==> src/rtl/gb_stream_pkg.sv <==
// Shared types and constants for the gray-balance output stream transmitter.
package gb_stream_pkg;

    typedef enum logic [3:0] {
        StIdle   = 4'b0001,
        StCtrl   = 4'b0010,
        StHeader = 4'b0100,
        StPixels = 4'b1000
    } state_t;

    localparam logic [3:0] PKT_TYPE_VIDEO = 4'h0;
    localparam logic [3:0] PKT_TYPE_CTRL  = 4'hF;
    localparam int unsigned CTRL_NIBBLES  = 9;
    localparam logic [3:0] INTERLACE_PROG = 4'h3;

    // Control-packet payload nibble for beat idx (1..9); beat 0 is the type nibble.
    function automatic logic [3:0] ctrl_nibble(input logic [3:0] idx, input logic [15:0] w,
                                               input logic [15:0] h);
        logic [3:0] nib;
        case (idx)
            4'd1:    nib = w[15:12];
            4'd2:    nib = w[11:8];
            4'd3:    nib = w[7:4];
            4'd4:    nib = w[3:0];
            4'd5:    nib = h[15:12];
            4'd6:    nib = h[11:8];
            4'd7:    nib = h[7:4];
            4'd8:    nib = h[3:0];
            4'd9:    nib = INTERLACE_PROG;
            default: nib = PKT_TYPE_CTRL;
        endcase
        return nib;
    endfunction

endpackage

==> src/rtl/gb_stream_out_reg.sv <==
// Single-entry output holding register with valid/ready handshake and SOP/EOP flags.
module gb_stream_out_reg #(
    parameter int unsigned DATA_WIDTH = 14
) (
    input  logic                  clk,
    input  logic                  rst,
    input  logic                  load_req,
    input  logic [DATA_WIDTH-1:0] load_data,
    input  logic                  load_sop,
    input  logic                  load_eop,
    input  logic                  dout_ready,
    output logic                  can_load,
    output logic                  dout_valid,
    output logic [DATA_WIDTH-1:0] dout_data,
    output logic                  dout_startofpacket,
    output logic                  dout_endofpacket
);

    assign can_load = !dout_valid || dout_ready;

    always_ff @(posedge clk) begin
        if (rst) begin
            dout_valid         <= 1'b0;
            dout_data          <= '0;
            dout_startofpacket <= 1'b0;
            dout_endofpacket   <= 1'b0;
        end else if (can_load) begin
            dout_valid <= load_req;
            // Payload only changes on a real load so a drained register keeps its last beat.
            if (load_req) begin
                dout_data          <= load_data;
                dout_startofpacket <= load_sop;
                dout_endofpacket   <= load_eop;
            end
        end
    end

endmodule

==> src/rtl/gb_stream_tx.sv <==
// Avalon-ST video packet transmitter: header beat then W*H pixels with SOP/EOP framing.
// Define GB_STREAM_TX_CTRL_PKT_EN to prepend a 10-beat control packet to every frame.
module gb_stream_tx
    import gb_stream_pkg::*;
#(
    parameter int unsigned DATA_WIDTH = 14,
    parameter int unsigned DIM_WIDTH  = 16
) (
    input  logic                  clk,
    input  logic                  rst,
    input  logic                  start,
    input  logic [DIM_WIDTH-1:0]  frame_width,
    input  logic [DIM_WIDTH-1:0]  frame_height,
    input  logic                  din_valid,
    output logic                  din_ready,
    input  logic [DATA_WIDTH-1:0] din_data,
    output logic                  dout_valid,
    input  logic                  dout_ready,
    output logic [DATA_WIDTH-1:0] dout_data,
    output logic                  dout_startofpacket,
    output logic                  dout_endofpacket,
    output logic                  busy
);

    state_t                state;
    logic [DIM_WIDTH-1:0]  x_cnt;
    logic [DIM_WIDTH-1:0]  y_cnt;
    logic [DIM_WIDTH-1:0]  w_lat;
    logic [DIM_WIDTH-1:0]  h_lat;
    logic [DIM_WIDTH-1:0]  w_last;
    logic [DIM_WIDTH-1:0]  h_last;
`ifdef GB_STREAM_TX_CTRL_PKT_EN
    logic [3:0]            nib_cnt;
`endif

    logic                  can_load;
    logic                  load_req;
    logic [DATA_WIDTH-1:0] load_data;
    logic                  load_sop;
    logic                  load_eop;
    logic                  xfer;
    logic                  x_at_end;
    logic                  last_pix;

    assign w_last   = w_lat - DIM_WIDTH'(1);
    assign h_last   = h_lat - DIM_WIDTH'(1);
    assign x_at_end = (x_cnt == w_last);
    assign last_pix = x_at_end && (y_cnt == h_last);

    assign din_ready = (state == StPixels) && can_load;
    assign xfer      = din_valid && din_ready;
    assign busy      = (state != StIdle) || dout_valid;

    always_comb begin
        load_req  = 1'b0;
        load_data = '0;
        load_sop  = 1'b0;
        load_eop  = 1'b0;
        unique case (state)
`ifdef GB_STREAM_TX_CTRL_PKT_EN
            StCtrl: begin
                load_req  = 1'b1;
                load_data = DATA_WIDTH'(ctrl_nibble(nib_cnt, 16'(w_lat), 16'(h_lat)));
                load_sop  = (nib_cnt == 4'd0);
                load_eop  = (nib_cnt == 4'(CTRL_NIBBLES));
            end
`endif
            StHeader: begin
                load_req  = 1'b1;
                load_data = DATA_WIDTH'(PKT_TYPE_VIDEO);
                load_sop  = 1'b1;
            end
            StPixels: begin
                load_req  = din_valid;
                load_data = din_data;
                load_eop  = last_pix;
            end
            default: ;
        endcase
    end

    always_ff @(posedge clk) begin
        if (rst) begin
            state <= StIdle;
            x_cnt <= '0;
            y_cnt <= '0;
            w_lat <= '0;
            h_lat <= '0;
`ifdef GB_STREAM_TX_CTRL_PKT_EN
            nib_cnt <= '0;
`endif
        end else begin
            unique case (state)
                StIdle: begin
                    if (start && (frame_width != '0) && (frame_height != '0)) begin
                        w_lat <= frame_width;
                        h_lat <= frame_height;
                        x_cnt <= '0;
                        y_cnt <= '0;
`ifdef GB_STREAM_TX_CTRL_PKT_EN
                        nib_cnt <= '0;
                        state   <= StCtrl;
`else
                        state <= StHeader;
`endif
                    end
                end
`ifdef GB_STREAM_TX_CTRL_PKT_EN
                StCtrl: begin
                    if (can_load) begin
                        if (nib_cnt == 4'(CTRL_NIBBLES)) begin
                            state <= StHeader;
                        end else begin
                            nib_cnt <= nib_cnt + 4'd1;
                        end
                    end
                end
`endif
                StHeader: begin
                    if (can_load) begin
                        state <= StPixels;
                    end
                end
                StPixels: begin
                    if (xfer) begin
                        if (x_at_end) begin
                            x_cnt <= '0;
                            if (y_cnt == h_last) begin
                                y_cnt <= '0;
                                state <= StIdle;
                            end else begin
                                y_cnt <= y_cnt + DIM_WIDTH'(1);
                            end
                        end else begin
                            x_cnt <= x_cnt + DIM_WIDTH'(1);
                        end
                    end
                end
                default: state <= StIdle;
            endcase
        end
    end

    gb_stream_out_reg #(
        .DATA_WIDTH (DATA_WIDTH)
    ) u_out_reg (
        .clk                (clk),
        .rst                (rst),
        .load_req           (load_req),
        .load_data          (load_data),
        .load_sop           (load_sop),
        .load_eop           (load_eop),
        .dout_ready         (dout_ready),
        .can_load           (can_load),
        .dout_valid         (dout_valid),
        .dout_data          (dout_data),
        .dout_startofpacket (dout_startofpacket),
        .dout_endofpacket   (dout_endofpacket)
    );

endmodule

==> config.mk <==
export PLATFORM = sky130hd
export DESIGN_NAME = gb_stream_tx
export DESIGN_NICKNAME = d
export VERILOG_FILES = /design/src/rtl/gb_stream_pkg.sv /design/src/rtl/gb_stream_out_reg.sv /design/src/rtl/gb_stream_tx.sv
export SDC_FILE = /design/constraint.sdc
export NUM_CORES = 1
export LEC_CHECK = 0
export ABC_AREA = 0
export CAP_MARGIN = 20
export CORE_UTILIZATION = 55
export DETAILED_ROUTE_END_ITERATION = 7
export PLACE_DENSITY = 0.8
export SYNTH_ARGS = -nofsm -noshare
export SYNTH_HDL_FRONTEND = slang
export SYNTH_HIERARCHICAL = 1
export SYNTH_SLANG_ARGS = --single-unit
==> constraint.sdc <==
create_clock -name clk -period 5.31 [get_ports clk]
set_input_delay 1.062 -clock clk [delete_from_list [all_inputs] [get_ports clk]]
set_output_delay 1.062 -clock clk [all_outputs]
set_load 0.02 [all_outputs]
## Word-level counts from Yosys, hierarchy flattened

Cells that the tools add are included.

- Bits in registers: 85
- Bits of input ports: 51

- $add $sub $neg: 4
- Equality and inequality tests: 11
- Muxes and demuxes: 18
- Reductions and logical operators: 16

Operators by type and width:

| operator | count |
|---|---|
| $mux W16 | 6 |
| $pmux W16 S2 | 2 |
| $add A16 B1 Y16 const B | 2 |
| $eq A16 B16 Y1 | 2 |
| $reduce_bool A16 Y1 | 2 |
| $sub A16 B1 Y16 const B | 2 |
| $mux W4 | 5 |
| $mux W14 | 1 |
| $pmux W4 S3 | 1 |
| $ne A2 B2 Y1 const B | 4 |
| $logic_and A1 B1 Y1 | 5 |
| $reduce_and A5 Y1 | 1 |
| $eq A4 B1 Y1 const B | 1 |
| $eq A4 B3 Y1 const B | 1 |
| $eq A4 B4 Y1 const B | 1 |
| $ne A4 B1 Y1 const B | 1 |
| $reduce_and A2 Y1 | 2 |
| $reduce_and A4 Y1 | 1 |
| $reduce_and A3 Y1 | 1 |
| $logic_or A1 B1 Y1 | 2 |
| $mux W1 | 2 |
| $ne A2 B1 Y1 const B | 1 |
| $pmux W1 S2 | 1 |
| $reduce_bool A2 Y1 | 1 |
| $logic_not A1 Y1 | 1 |

## Depth between registers and ports, before layout

- Depth after elaboration: 6
- Mapped depth: 13

## By module

Netlist, hierarchy kept.

Modules (own cells, without submodules):

| module | times used | cells an instance | area each (um^2) |
|---|---|---|---|
| gb_stream_tx | 1 | 542 | 4239.1 |
| gb_stream_out_reg | 1 | 78 | 795.8 |

## Least setup slack after synthesis

No wires, ideal clock.

- Kind: input port to output port
- Start point: input dout_ready
- End point: output din_ready
- Arrival: 1.735 ns
- Setup slack: 2.513 ns
- Stages on the path: 4
- Buffers on the path: 2
- Path through: nand2b_4 -> buf_6 -> buf_2 -> and2_1

- Word-level cells in the longest chain between the ends: 2

RTL lines:

| item | RTL line | text |
|---|---|---|
| from (decl) | gb_stream_tx.sv:18 | `input logic dout_ready,` |
| $logic_or A1 B1 Y1 | gb_stream_out_reg.sv:19 | `assign can_load = !dout_valid \|\| dout_ready;` |
| named net can_load | gb_stream_tx.sv:36 | `logic can_load;` |
| $logic_and A1 B1 Y1 | gb_stream_tx.sv:50 | `assign din_ready = (state == StPixels) && can_load;` |
| to (decl) | gb_stream_tx.sv:15 | `output logic din_ready,` |

The timed path passes the listed nets, and every way through them passes these cells.

## Worst setup path after layout

Same ends and word-level chain as after synthesis.

==> impl_results.md <==
* Final std cells w/o fill at between 700 and 800
* Clock Path Buffers at 2
* Worst Setup SP: dout_ready
* Mapped cell area at 5035 um2
* VDD IR max at approximately 150 uV
* Setup bufs post-CTS at 0
* Failing checks: DRC
* # setup viols final at 0
* Maximum number of pins on one net before global-route repair at 54
* Antenna-violating nets left at 0
* Asr flop ratio synth at 0%
* Total number of vias at 4736
* GR Util All Layers at a little over a quarter
* GRT overflow at 0
* Fin crit share at between 70% and 80%
* Post-CTS Hold Buffers at 0
* Area growth syn-to-layout at 16.00%
* Slew @ Worst Pin at slightly below 1000 ps
* Reg2Reg Launch Point: w_lat[2]$_SDFFE_PP0P_
* Drt pass-1 iters at 7
* RR Endpoint: y_cnt[8]$_SDFFE_PP0P_
* DRC violations left at 4
* Avg Synthesized Cell Area at about 8.1 um2
* Final GP Congestion at ~0.88
* Die X-Extent at approximately 98 um
* PortBufs at 69
* TritonCTS clock tree: done
* Post-route setup TNS at 0 ps
* Most instantiated cells after synthesis: 93 x nand2_1, 84 x dfxtp_1, 56 x a21oi_1
* Clock Skew at between 8 and 9 ps
* Clk sinks at between 80 and 90
* Syn_nets at 675
* Area contributors post-synth: dfxtp_1 33%, nand2_1 6.9%, a21oi_1 5.6%
* Crit path buf inv count at 2
* Vias/cell at 6.095
* HP Class: reg2reg
* ANT cells at 0
* DIE AREA at about 9500 um2
* Crit path arrival time at 2690 ps
* Post-synth EDFFs at 0
* Most used DFF post-synth: dfxtp_1
* CORE AREA at ~8800 um2
* Initial DRC Count at around 270
* Most used cell, CP: clkdlybuf4s50_1
* Critical path endpoint category: output port
* Dpl cell area at roughly 5600 um2
* Largest fanout on the critical path at 39
* Fmax achieved at around 0.27 GHz
* Reg clk slew, reported paths at 90 ps
* Synth warnings at 6
* Critical-path top delay cell: clkdlybuf4s50_1
* Netlist cell types at between 70 and 80
* RSZ-0062 raised after global routing: no
* Crit Path Class: in2out
* Most common cell in the netlist: nand2_1
* Clock insertion delay at the later pin of the skew report at about 350 ps
* Leakage at around 0.002 uW
* Post-cts resize count at 0
* First-pass GRT wire length at around 21000 um
* Final hold viol count at 0
* Status: finished, violations left
* Routed len/inst at between 15 and 20 um
* Share of layout cells above drive strength 1 at a little under a tenth
* Pins Over Slew Limit at 0
* Cells after Synth at 620
* Max-Cap Viols at 0
* Vias in the first global route at about 4.5k
* Post-layout min period at between 3000 and 4000 ps
* Initial antenna violation count at 0
* Critical Path Start Type: primary input
* Site Rows at 34
* Seq/Total Area, Yosys at 33.40%
* Final WL at between 10000 and 15000 um
* Synth top area share at 33.40%
* Num CTS Buffers at 9
* Io pins at 70
* Placed insts at approximately 760
* Root buffer cell: clkbuf_8
* Crit path cell chain: clkdlybuf4s50_1 > nand2b_4 > and2_1 > clkdlybuf4s50_1
* Final Cell Area at between 5000 and 6000 um2
* Reg2reg path depth at 8
* Synth area leader: dfxtp_1
* Critical Path RT at 4250 ps
* Crit. path cell count at 4
* Setup slack, reg-to-reg at 1670 ps
* H-tree depth at 3
* Crit path to: din_ready
* Pwr Density at 244.7 nW/um2
* Post-DP HPWL at between 9000 and 10000 um
* Top cell family by delay on the critical path: buffers and inverters
* Crit path largest cell delay at approximately 600 ps
* Final nets at 719
* Die Height at ~98 um
* Slew margin rel. at 33.65%
* Yosys reg bits at 84
* Initial core utilization at about 57%
-- through the flow --
step / hold WS [ps] / worst slack [ps] / total power, uW / utilization [%]
2_1_floorplan: 448.1 / 2513 / 879.4 / -
3_3_place_gp: 458.1 / 1342 / 949.3 / 63.92
3_5_place_dp: 461.3 / 1373 / 959.7 / 63.92
4_1_cts: 473.3 / 1556 / 1432 / 66.33
5_1_grt: 515.6 / 1459 / 1494 / 66.33
6_report: 473.9 / 1556 / 1429 / 66.33
-- layout by cell type (no fill, tap or decap), drive strengths merged, types with 3 or more instances in the layout --
cell           synthesis  layout
nand2                 93      93
dfxtp                 84      84
clkdlybuf4s50          0      68
a21oi                 68      68
nor2                  37      37
nand3                 35      35
xnor2                 26      26
o21ai                 20      20
xor2                  19      19
and2                  18      18
nand4                 17      17
a21bo                 16      16
nor4                  15      15
nor3                  15      15
inv                   13      13
clkbuf                23      11
and3                   9       9
nand2b                 8       8
or3                    8       8
and4                   6       6
o31ai                  6       6
nand4b                 5       5
mux2i                  4       4
or4                    4       4
ha                     4       4
a31oi                  4       4
buf                   15       4
nor4b                  3       3
o211ai                 3       3
o31a                   3       3
clkinv                 0       3
-- tightest hold or removal path, stage by stage, from the launching register on --
cell     delay (ps)
dfxtp_1         330
nand2_1          50
a21oi_1          50
-- registers in the layout, summed over array words and instances, names as in the netlist --
| signal | cells |
|---|---|
| h_lat | 16 |
| w_lat | 16 |
| x_cnt | 16 |
| y_cnt | 16 |
| u_out_reg/dout_data | 14 |
| state | 3 |
| u_out_reg/dout_endofpacket | 1 |
| u_out_reg/dout_startofpacket | 1 |
| u_out_reg/dout_valid | 1 |
-- worst min path at each step --
stage | end | depth (start not counted) | start | slack (ps)
floorplan | h_lat[15]$_SDFFE_PP0P_ | 2 | h_lat[15]$_SDFFE_PP0P_ | 450
finish | h_lat[15]$_SDFFE_PP0P_ | 2 | h_lat[15]$_SDFFE_PP0P_ | 470
CTS | h_lat[15]$_SDFFE_PP0P_ | 2 | h_lat[15]$_SDFFE_PP0P_ | 470
global placement | h_lat[15]$_SDFFE_PP0P_ | 2 | h_lat[15]$_SDFFE_PP0P_ | 460
global route | h_lat[15]$_SDFFE_PP0P_ | 2 | h_lat[15]$_SDFFE_PP0P_ | 520
detailed placement | h_lat[15]$_SDFFE_PP0P_ | 2 | h_lat[15]$_SDFFE_PP0P_ | 460
-- layer usage --
metal | wire [um] | part of all wire (%) | track usage (%)
met1 | 5585 | 45 | 35.66
met2 | 5693 | 46 | 42.72
met3 | 968 | 7.8 | 6.547
met4 | 200 | 1.6 | 8.741
met5 | 0 | 0 | 0
-- final cells by class --
cell class	instances	area (um2)
Timing Repair Buffer	72	708.2
Clock buffer	11	151.4
Inverter	13	48.80
Sequential cell	84	1682
Fill cell	752	2965
Clock inverter	5	60.06
Multi-Input combinational cell	484	3055
Tap cell	108	135.1
-- power by group --
group / internal, uW / total [uW] / leakage (uW) / switching (uW)
Clock: 244 / 480 / 0.000106 / 236
Combinational: 124 / 272 / 0.00121 / 147
Sequential: 648 / 678 / 0.000682 / 29.6
-- logic make-up (layout without fill, tap and decap cells) --
| logic type | count (synthesis) | in the layout | share of synthesized area (%) |
|---|---|---|---|
| and+or+nand+nor | 281 | 281 | 29.30 |
| AOI/OAI and AO/OA | 147 | 147 | 20.65 |
| DFF | 84 | 84 | 33.40 |
| buffers and inverters | 52 | 101 | 6.138 |
| xor gates and xnor gates | 46 | 46 | 8.275 |
| muxes | 6 | 6 | 1.243 |
| adders and majority gates | 4 | 4 | 0.9941 |
No activity file was read; power rests on OpenSTA's default activity.
